==> config.mk <==
export PLATFORM = sky130hd
export DESIGN_NAME = instr_encoder_loader
export DESIGN_NICKNAME = d
export VERILOG_FILES = /design/src/rtl/rv_isa_pkg.sv /design/src/rtl/instr_encoder_loader_pack.sv /design/src/rtl/instr_encoder_loader.sv
export SDC_FILE = /design/constraint.sdc
export NUM_CORES = 1
export LEC_CHECK = 0
export CAP_MARGIN = 20
export CORE_ASPECT_RATIO = 0.75
export CORE_MARGIN = 2
export CORE_UTILIZATION = 45
export DETAILED_ROUTE_END_ITERATION = 6
export GPL_ROUTABILITY_DRIVEN = 0
export PLACE_DENSITY = 0.8
export SLEW_MARGIN = 15
export SYNTH_ARGS = -nofsm -noshare
export SYNTH_HDL_FRONTEND = slang
export SYNTH_SLANG_ARGS = --single-unit
export TNS_END_PERCENT = 30
==> constraint.sdc <==
create_clock -name clk -period 3.05 [get_ports clk]
set_clock_uncertainty 0.15 [all_clocks]
set_input_delay 0.305 -clock clk [delete_from_list [all_inputs] [get_ports clk]]
set_output_delay 0.305 -clock clk [all_outputs]
set_load 0.005 [all_outputs]
==> src/rtl/rv_isa_pkg.sv <==
// Shared RV32I encoding constants and loader types.
// Used by the instruction packer, the loader top and the control decoder.
package rv_isa_pkg;

    typedef enum logic [2:0] {
        CLS_R      = 3'd0,
        CLS_I      = 3'd1,
        CLS_LOAD   = 3'd2,
        CLS_STORE  = 3'd3,
        CLS_BRANCH = 3'd4,
        CLS_JALR   = 3'd5,
        CLS_JAL    = 3'd6,
        CLS_ILL    = 3'd7
    } instr_class_e;

    localparam logic [6:0] OP_R      = 7'b0110011;
    localparam logic [6:0] OP_I      = 7'b0010011;
    localparam logic [6:0] OP_LOAD   = 7'b0000011;
    localparam logic [6:0] OP_STORE  = 7'b0100011;
    localparam logic [6:0] OP_BRANCH = 7'b1100011;
    localparam logic [6:0] OP_JALR   = 7'b1100111;
    localparam logic [6:0] OP_JAL    = 7'b1101111;

    typedef enum logic [1:0] {
        ST_IDLE = 2'd0,
        ST_LOAD = 2'd1,
        ST_DONE = 2'd2
    } ld_state_e;

endpackage

==> src/rtl/instr_encoder_loader_pack.sv <==
// Combinational RV32I field packer with immediate range/alignment check.
// legal is low for the illegal class or an immediate that does not fit.
module instr_pack
    import rv_isa_pkg::*;
(
    input  logic [2:0]  cls,
    input  logic [2:0]  f3,
    input  logic        f7b5,
    input  logic [4:0]  rd,
    input  logic [4:0]  rs1,
    input  logic [4:0]  rs2,
    input  logic [20:0] imm,
    output logic [31:0] word,
    output logic        legal
);

    logic fits12;
    logic fits13;
    logic is_shift;

    assign fits12   = (imm[20:11] == {10{imm[11]}});
    assign fits13   = (imm[20:12] == {9{imm[12]}});
    assign is_shift = (f3 == 3'b001) || (f3 == 3'b101);

    // Select the instruction format for the class and check the immediate.
    always_comb begin
        word  = '0;
        legal = 1'b0;
        case (instr_class_e'(cls))
            CLS_R: begin
                word  = {1'b0, f7b5, 5'b0, rs2, rs1, f3, rd, OP_R};
                legal = 1'b1;
            end
            CLS_I: begin
                if (is_shift) begin
                    word = {1'b0, f7b5, 5'b0, imm[4:0], rs1, f3, rd, OP_I};
                end else begin
                    word = {imm[11:0], rs1, f3, rd, OP_I};
                end
                legal = fits12;
            end
            CLS_LOAD: begin
                word  = {imm[11:0], rs1, f3, rd, OP_LOAD};
                legal = fits12;
            end
            CLS_JALR: begin
                word  = {imm[11:0], rs1, f3, rd, OP_JALR};
                legal = fits12;
            end
            CLS_STORE: begin
                word  = {imm[11:5], rs2, rs1, f3, imm[4:0], OP_STORE};
                legal = fits12;
            end
            CLS_BRANCH: begin
                word  = {imm[12], imm[10:5], rs2, rs1, f3,
                         imm[4:1], imm[11], OP_BRANCH};
                legal = fits13 && !imm[0];
            end
            CLS_JAL: begin
                word  = {imm[20], imm[10:1], imm[11], imm[19:12], rd, OP_JAL};
                legal = !imm[0];
            end
            default: begin
                word  = '0;
                legal = 1'b0;
            end
        endcase
    end

endmodule

==> src/rtl/instr_encoder_loader.sv <==
// Instruction-memory loader: encodes field-level requests and writes them
// to consecutive words while holding the core in reset until loading ends.
module instr_encoder_loader
    import rv_isa_pkg::*;
#(
    parameter int DEPTH  = 64,
    parameter int ADDR_W = $clog2(DEPTH)
) (
    input  logic              clk,
    input  logic              rst_n,
    input  logic              load_start,
    input  logic              load_end,
    input  logic              req_valid,
    output logic              req_ready,
    input  logic [2:0]        req_class,
    input  logic [2:0]        req_funct3,
    input  logic              req_f7b5,
    input  logic [4:0]        req_rd,
    input  logic [4:0]        req_rs1,
    input  logic [4:0]        req_rs2,
    input  logic [20:0]       req_imm,
    output logic              imem_we,
    output logic [ADDR_W-1:0] imem_addr,
    output logic [31:0]       imem_wdata,
    output logic [ADDR_W:0]   word_count,
    output logic              full,
    output logic              err,
    output logic              cpu_rst_n
);

    localparam logic [ADDR_W:0] CNT_ONE  = (ADDR_W+1)'(1);
    localparam logic [ADDR_W:0] CNT_FULL = (ADDR_W+1)'(DEPTH);

    ld_state_e         state_q, state_d;
    logic              end_pend_q, end_pend_d;
    logic [ADDR_W:0]   cnt_q, cnt_d, cnt_b;
    logic              err_q, err_d, err_b;
    logic              full_q, full_d;
    logic              we_q, we_d;
    logic [ADDR_W-1:0] addr_q, addr_d;
    logic [31:0]       wdata_q, wdata_d;
    logic              crst_q, crst_d;

    logic [31:0] pk_word;
    logic        pk_legal;
    logic        accept;
    logic        wr;
    logic        rej;

    instr_pack u_pack (
        .cls   (req_class),
        .f3    (req_funct3),
        .f7b5  (req_f7b5),
        .rd    (req_rd),
        .rs1   (req_rs1),
        .rs2   (req_rs2),
        .imm   (req_imm),
        .word  (pk_word),
        .legal (pk_legal)
    );

    // A final word accepted with load_end blocks further requests.
    assign req_ready = (state_q == ST_LOAD) && !full_q && !end_pend_q;
    assign accept    = req_valid && req_ready;
    assign wr        = accept && pk_legal;
    assign rej       = accept && !pk_legal;

    // Next-state: session control, write pointer and registered outputs.
    always_comb begin
        state_d    = state_q;
        end_pend_d = end_pend_q;
        cnt_b      = load_start ? '0 : cnt_q;
        err_b      = load_start ? 1'b0 : err_q;
        cnt_d      = cnt_b;
        err_d      = err_b | rej;
        we_d       = 1'b0;
        addr_d     = addr_q;
        wdata_d    = wdata_q;
        if (wr) begin
            we_d    = 1'b1;
            addr_d  = cnt_b[ADDR_W-1:0];
            wdata_d = pk_word;
            cnt_d   = cnt_b + CNT_ONE;
        end
        full_d = (cnt_d == CNT_FULL);
        if (load_start) begin
            state_d    = ST_LOAD;
            end_pend_d = 1'b0;
        end else if (state_q == ST_LOAD) begin
            if (end_pend_q) begin
                state_d    = ST_DONE;
                end_pend_d = 1'b0;
            end else if (load_end) begin
                if (wr) begin
                    end_pend_d = 1'b1;
                end else begin
                    state_d = ST_DONE;
                end
            end
        end
        crst_d = (state_d == ST_DONE);
    end

    // State and output registers with synchronous active-low reset.
    always_ff @(posedge clk) begin
        if (!rst_n) begin
            state_q    <= ST_IDLE;
            end_pend_q <= 1'b0;
            cnt_q      <= '0;
            err_q      <= 1'b0;
            full_q     <= 1'b0;
            we_q       <= 1'b0;
            addr_q     <= '0;
            wdata_q    <= '0;
            crst_q     <= 1'b0;
        end else begin
            state_q    <= state_d;
            end_pend_q <= end_pend_d;
            cnt_q      <= cnt_d;
            err_q      <= err_d;
            full_q     <= full_d;
            we_q       <= we_d;
            addr_q     <= addr_d;
            wdata_q    <= wdata_d;
            crst_q     <= crst_d;
        end
    end

    assign imem_we    = we_q;
    assign imem_addr  = addr_q;
    assign imem_wdata = wdata_q;
    assign word_count = cnt_q;
    assign full       = full_q;
    assign err        = err_q;
    assign cpu_rst_n  = crst_q;

endmodule

; ---- After elaboration in Yosys (flattened, before gate mapping)
; Cells that the tools add are included.
[word_totals]
ff_bits = 52
wordCells = 53
inputBits = 48
[classes]
muxes = 14
n_eq_ne = 13
add_sub_neg = 1
reduce_logical = 14
bitwise = 2
[op_table]
columns = operator, n
row1 = $pmux 32 s7, 1
row2 = $mux 32, 1
row3 = $mux 7, 2
row4 = $eq 3x3->1 const B, 4
row5 = $mux 2, 5
row6 = $eq 9x9->1, 1
row7 = $eq 8x8->1, 1
row8 = $add 7x1->7 const B, 1
row9 = $eq 7x7->1 const B, 1
row10 = $eq 3x1->1 const B, 2
row11 = $eq 3x2->1 const B, 2
row12 = $logic_and 1x1->1, 6
row13 = $logic_not 1->1, 4
row14 = $mux 1, 4
row15 = $pmux 1 s4, 1
row16 = $reduce_or 4->1, 1
row17 = $logic_not 3->1, 1
row18 = $eq 2x1->1 const B, 1
row19 = $eq 2x2->1 const B, 1
row20 = $reduce_or 2->1, 1
row21 = $logic_or 1x1->1, 1
row22 = $not 1->1, 1
row23 = $or 1x1->1, 1

; ---- Depth between registers and ports, before layout
[logic_depth]
ltp_word = 11
depth_mapped = 9
ltp_nobuf = 7

; ---- Cells and area by module
; A second synthesis with hierarchy kept.
[unflattened]
cells_unflattened = 371
area_unflattened_um2 = 2743.9
[by_module_without_submodules]
columns = mod, n_inst, seq_area_each_um2, area_each_um2, cells_each
row1 = instr_encoder_loader, 1, 1041.0, 2021.9, 249
row2 = instr_pack, 1, 0.0, 721.9, 122

; ---- Worst setup path before layout
; OpenSTA, ideal clock, no wires.
[synth_path]
path_type = input-to-reg
from = in req_imm[15]
to = reg full_q, in the netlist full
path_stages = 6
t_arrival_ps = 2040
setup_ps = 88
required_time_ps = 2812
slack_ps = 773
cell_sequence = or4_4 > nor4_4 > nor3_2 > a2111oi_4 > mux2i_1 > nor4_2
[synth_via]
elab_chain_cells = 6
[synth_rtl]
columns = item, line
row1 = start: declaration, instr_encoder_loader.sv:21  ; input logic [20:0] req_imm,
row2 = $eq 8x8->1, instr_encoder_loader_pack.sv:22  ; assign fits13 = (imm[20:12] == {9{imm[12]}});
row3 = $logic_and 1x1->1, instr_encoder_loader_pack.sv:57  ; legal = fits13 && !imm[0];
row4 = $pmux 1 s4 *, instr_encoder_loader_pack.sv:29  ; case (instr_class_e'(cls))
row5 = $logic_and 1x1->1 *, instr_encoder_loader.sv:65  ; assign wr = accept && pk_legal;
row6 = $mux 7 *, instr_encoder_loader.sv:79  ; if (wr) begin
row7 = $eq 7x7->1 *, instr_encoder_loader.sv:85  ; full_d = (cnt_d == CNT_FULL);
row8 = end signal: assignment, instr_encoder_loader.sv:121  ; full_q <= full_d;
row9 = end: declaration, instr_encoder_loader.sv:38  ; logic full_q, full_d;
; Mark *: on every way between the ends. The rest lies on a longest branch, timed or not.
; A chain may end at the register's enable or synchronous reset.

; ---- Final worst setup path
; Same ends and word-level chain as after synthesis.

==> load_flow_metrics.sql <==
INSERT INTO impl_metrics (metric_group, metric, value, unit) VALUES
('cells_and_area', 'antenna_cells', '0', ''),
('global_routing', 'antenna_found_initial', '0', ''),
('logic_synthesis', 'flops_latches_synth', '51', ''),
('drt', 'drc', '0', ''),
('floorplan', 'initial_core_util', '47.1', '%'),
('setup_path', 'regToRegSetupSlack', '0.79', 'ns'),
('power_and_ir_drop', 'power_frac_seq', '52.2', '%'),
('cells_and_area', 'synthToLayoutAreaGrowth', '43.6', '%'),
('power_and_ir_drop', 'power.static_leakage', '1.52', 'nW'),
('clocking', 'num_cts_buffers', '5', ''),
('timing', 'timing.final.crit_period', '2.59', 'ns'),
('logic_synthesis', 'primary_ff_master_synth', 'dfxtp_1', ''),
('timing', 'timing_max_transition_violations_final', '0', ''),
('clocking', 'clock_insertion_delay_worst_skew', '0.30', 'ns'),
('hold_path', 'hold_path.class', 'flip-flop to flip-flop', ''),
('drt', 'antenna_left', '0', ''),
('clocking', 'clock_tree.root_cell', 'clkbuf_8', ''),
('clocking', 'tritoncts', 'built', ''),
('floorplan', 'placeableCoreArea', '5860', 'µm²'),
('job', 'count_of_maximum_capacitance_violations', '0', ''),
('setup_path', 'worstPathMaxFanout', '6', ''),
('timing', 'final_setup_slack_of_the_worst_path', '0.460', 'ns'),
('floorplan', 'std_cell_rows', '24', ''),
('floorplan', 'die_h', '71.8', 'µm'),
('clocking', 'cts_sink_count', '51', ''),
('logic_synthesis', 'yosys.area.top_type', 'dfxtp_1', ''),
('floorplan', 'fp.dieArea', '6780', 'µm²'),
('power_and_ir_drop', 'power_density', '328', 'nW/µm²'),
('place', 'placed_cell_count', '495', ''),
('power_and_ir_drop', 'intPower', '0.000954', 'W'),
('setup_path', 'crit_path_cell_trace', 'clkdlybuf4s50_1 -> or4_4 -> nor4_4 -> nor3_2 -> a2111oi_2 -> o2111ai_1 -> nor4_2', ''),
('cells_and_area', 'finalNetCount', '473', ''),
('setup_path', 'cp-startpoint', 'req_imm[15]', ''),
('clocking', 'clk_transition_reported_paths', '0.10', 'ns'),
('drt', 'detail_route.wl_per_cell', '15.0', 'µm'),
('clocking', 'postCtsSetupRepairBufs', '0', ''),
('power_and_ir_drop', 'power_switching', '0.000346', 'W'),
('logic_synthesis', 'post-synth-top-area-fraction', '37.0', '%'),
('logic_synthesis', 'synthCells', '329', ''),
('drt', 'length_of_the_first_detailed_routing_pass_in_iterations', '5', ''),
('timing', 'finalSetupViolCount', '0', ''),
('cells_and_area', 'post_layout_nonfiller_instances', '503', ''),
('clocking', 'cts_hold_repair.buffers', '0', ''),
('outcome', 'run_status', 'completed', ''),
('logic_synthesis', 'yosysUniqueCellTypes', '57', ''),
('global_routing', 'grt.total_usage', '22.7', '%'),
('global_routing', 'globalRouteMet3Util', '6.41', '%'),
('logic_synthesis', 'synth_edf_count', '0', ''),
('logic_synthesis', 'asyncSetResetFlopFracSynth', '0', '%'),
('timing', 'fin_crit_sh', '84.9', '%'),
('floorplan', 'ios', '98', ''),
('logic_synthesis', 'number_of_warnings_printed_during_yosys_synthesis', '0', ''),
('setup_path', 'cp_slowest_cell', 'or4_4', ''),
('setup_path', 'worstSetupEndpointType', 'flip-flop', ''),
('power_and_ir_drop', 'max-vdd-ir-drop', '0.000225', 'V'),
('cells_and_area', 'nFillCells', '504', ''),
('cells_and_area', 'share_of_cells_above_drive_strength_1', '8.47', '%'),
('place', 'port_buffer_count', '97', ''),
('clocking', 'post_cts_resized', '0', ''),
('setup_path', 'rr_startpoint', 'state_q[0]', ''),
('drt', 'dr_total_vias', '2763', ''),
('global_routing', 'globalRouteMet1Util', '30.5', '%'),
('timing', 'grt_setup_unrepaired', 'no', ''),
('global_routing', 'via_count_of_the_first_global_routing_pass', '2598', ''),
('logic_synthesis', 'ys_top_cells_by_area', 'dfxtp_1 (37%), nand2_1 (7.5%), a21boi_1 (6.3%)', ''),
('global_routing', 'global_route_track_usage_on_met2', '37.5', '%'),
('cells_and_area', 'layout.core_utilization', '67.7', '%'),
('power_and_ir_drop', 'clock_power_share', '31.2', '%'),
('setup_path', 'crit_path_kind', 'input pin to flip-flop', ''),
('drt', 'drt-vias-per-instance', '5.49', ''),
('logic_synthesis', 'synth_sequential_area_ratio', '37.0', '%');
## routing by layer
layer  part of all wire [%]  wire, µm
met5                      0         0
met4                   0.64        48
met3                    7.4       557
met2                     46      3440
met1                     46      3490
## path summary, 6_finish.rpt
check	to	cells after the start
worst max-delay path	full	7
worst min-delay path	imem_wdata[29]	2
worst max register to register	state_q[1]	6
worst min register to register	imem_wdata[29]	2
## worst max-delay path, delay by kind of cell
family                 cells  cell delay, ns
buffers and inverters      1            0.44
and+or+nand+nor            4            1.23
AOI/OAI and AO/OA          2            0.69
## metrics by stage
stage	total power (W)	hold WS [ns]	cell area (µm²)
after floorplan	0.000793	0.297	2760
after global placement	0.000904	0.290	3870
after detailed placement	0.000908	0.295	3870
after CTS	0.00131	0.309	3960
after global routing	0.00136	0.331	3960
final	0.00130	0.303	3960
## registers in the layout, summed over array words and instances (netlist names)
register / flops
imem_we: 1
word_count: 7
err: 1
state_q: 2
imem_addr: 6
imem_wdata: 31
cpu_rst_n: 1
end_pend_q: 1
full: 1
## kinds of logic (layout without fill, tap and decap cells)
family / count (synthesis) / after routing / synth area share [%]
flip-flops: 51 / 51 / 37.0
adder cells (fa/ha/maj): 1 / 1 / 0.453
multiplexers: 10 / 10 / 3.67
XOR/XNOR: 5 / 5 / 1.59
buffers and inverters: 32 / 128 / 4.76
AND/OR/NAND/NOR: 129 / 129 / 24.6
AO/OA/AOI/OAI: 101 / 101 / 28.0
## cells in the final DEF (no fill, tap or decap), types with 3 or more instances in the layout
master | Yosys | routed
a211o_1 | 6 | 6
nand2_1 | 55 | 55
o21ai_0 | 8 | 8
a21boi_1 | 23 | 23
nand4_1 | 4 | 4
clkdlybuf4s50_1 | 0 | 97
o21a_1 | 5 | 5
a221oi_1 | 6 | 6
o211a_1 | 10 | 10
a21oi_1 | 17 | 16
and2_1 | 5 | 5
and3_1 | 3 | 3
xnor2_1 | 3 | 3
nor2b_1 | 7 | 7
a211oi_1 | 3 | 3
mux2i_1 | 9 | 9
nor3b_1 | 9 | 9
dfxtp_1 | 51 | 51
nand2b_1 | 4 | 4
o2111ai_1 | 3 | 3
nand3_1 | 10 | 10
nand3b_1 | 4 | 4
or3_1 | 3 | 3
inv_1 | 5 | 5
o211ai_1 | 3 | 3
nor2_1 | 13 | 13
clkbuf_8 | 0 | 5
buf_4 | 1 | 15
## power by group through the flow
stage	clock, W	sequential [W]	combinational [W]
after floorplan	0	0.000694	0.0000996
after global placement	0	0.000694	0.000210
after detailed placement	0	0.000694	0.000214
after CTS	0.000413	0.000678	0.000215
after global routing	0.000447	0.000680	0.000235
final	0.000406	0.000678	0.000216
## area by class of cell
| class | count | share of cell area (%) |
|---|---|---|
| Tap cell | 78 | 2.46 |
| Inverter | 7 | 0.663 |
| Multi-Input combinational cell | 246 | 40.9 |
| Clock buffer | 5 | 1.74 |
| Clock inverter | 3 | 0.600 |
| Timing Repair Buffer | 113 | 27.8 |
| Sequential cell | 51 | 25.8 |
Note: power is estimated with default switching activity, not from simulation.
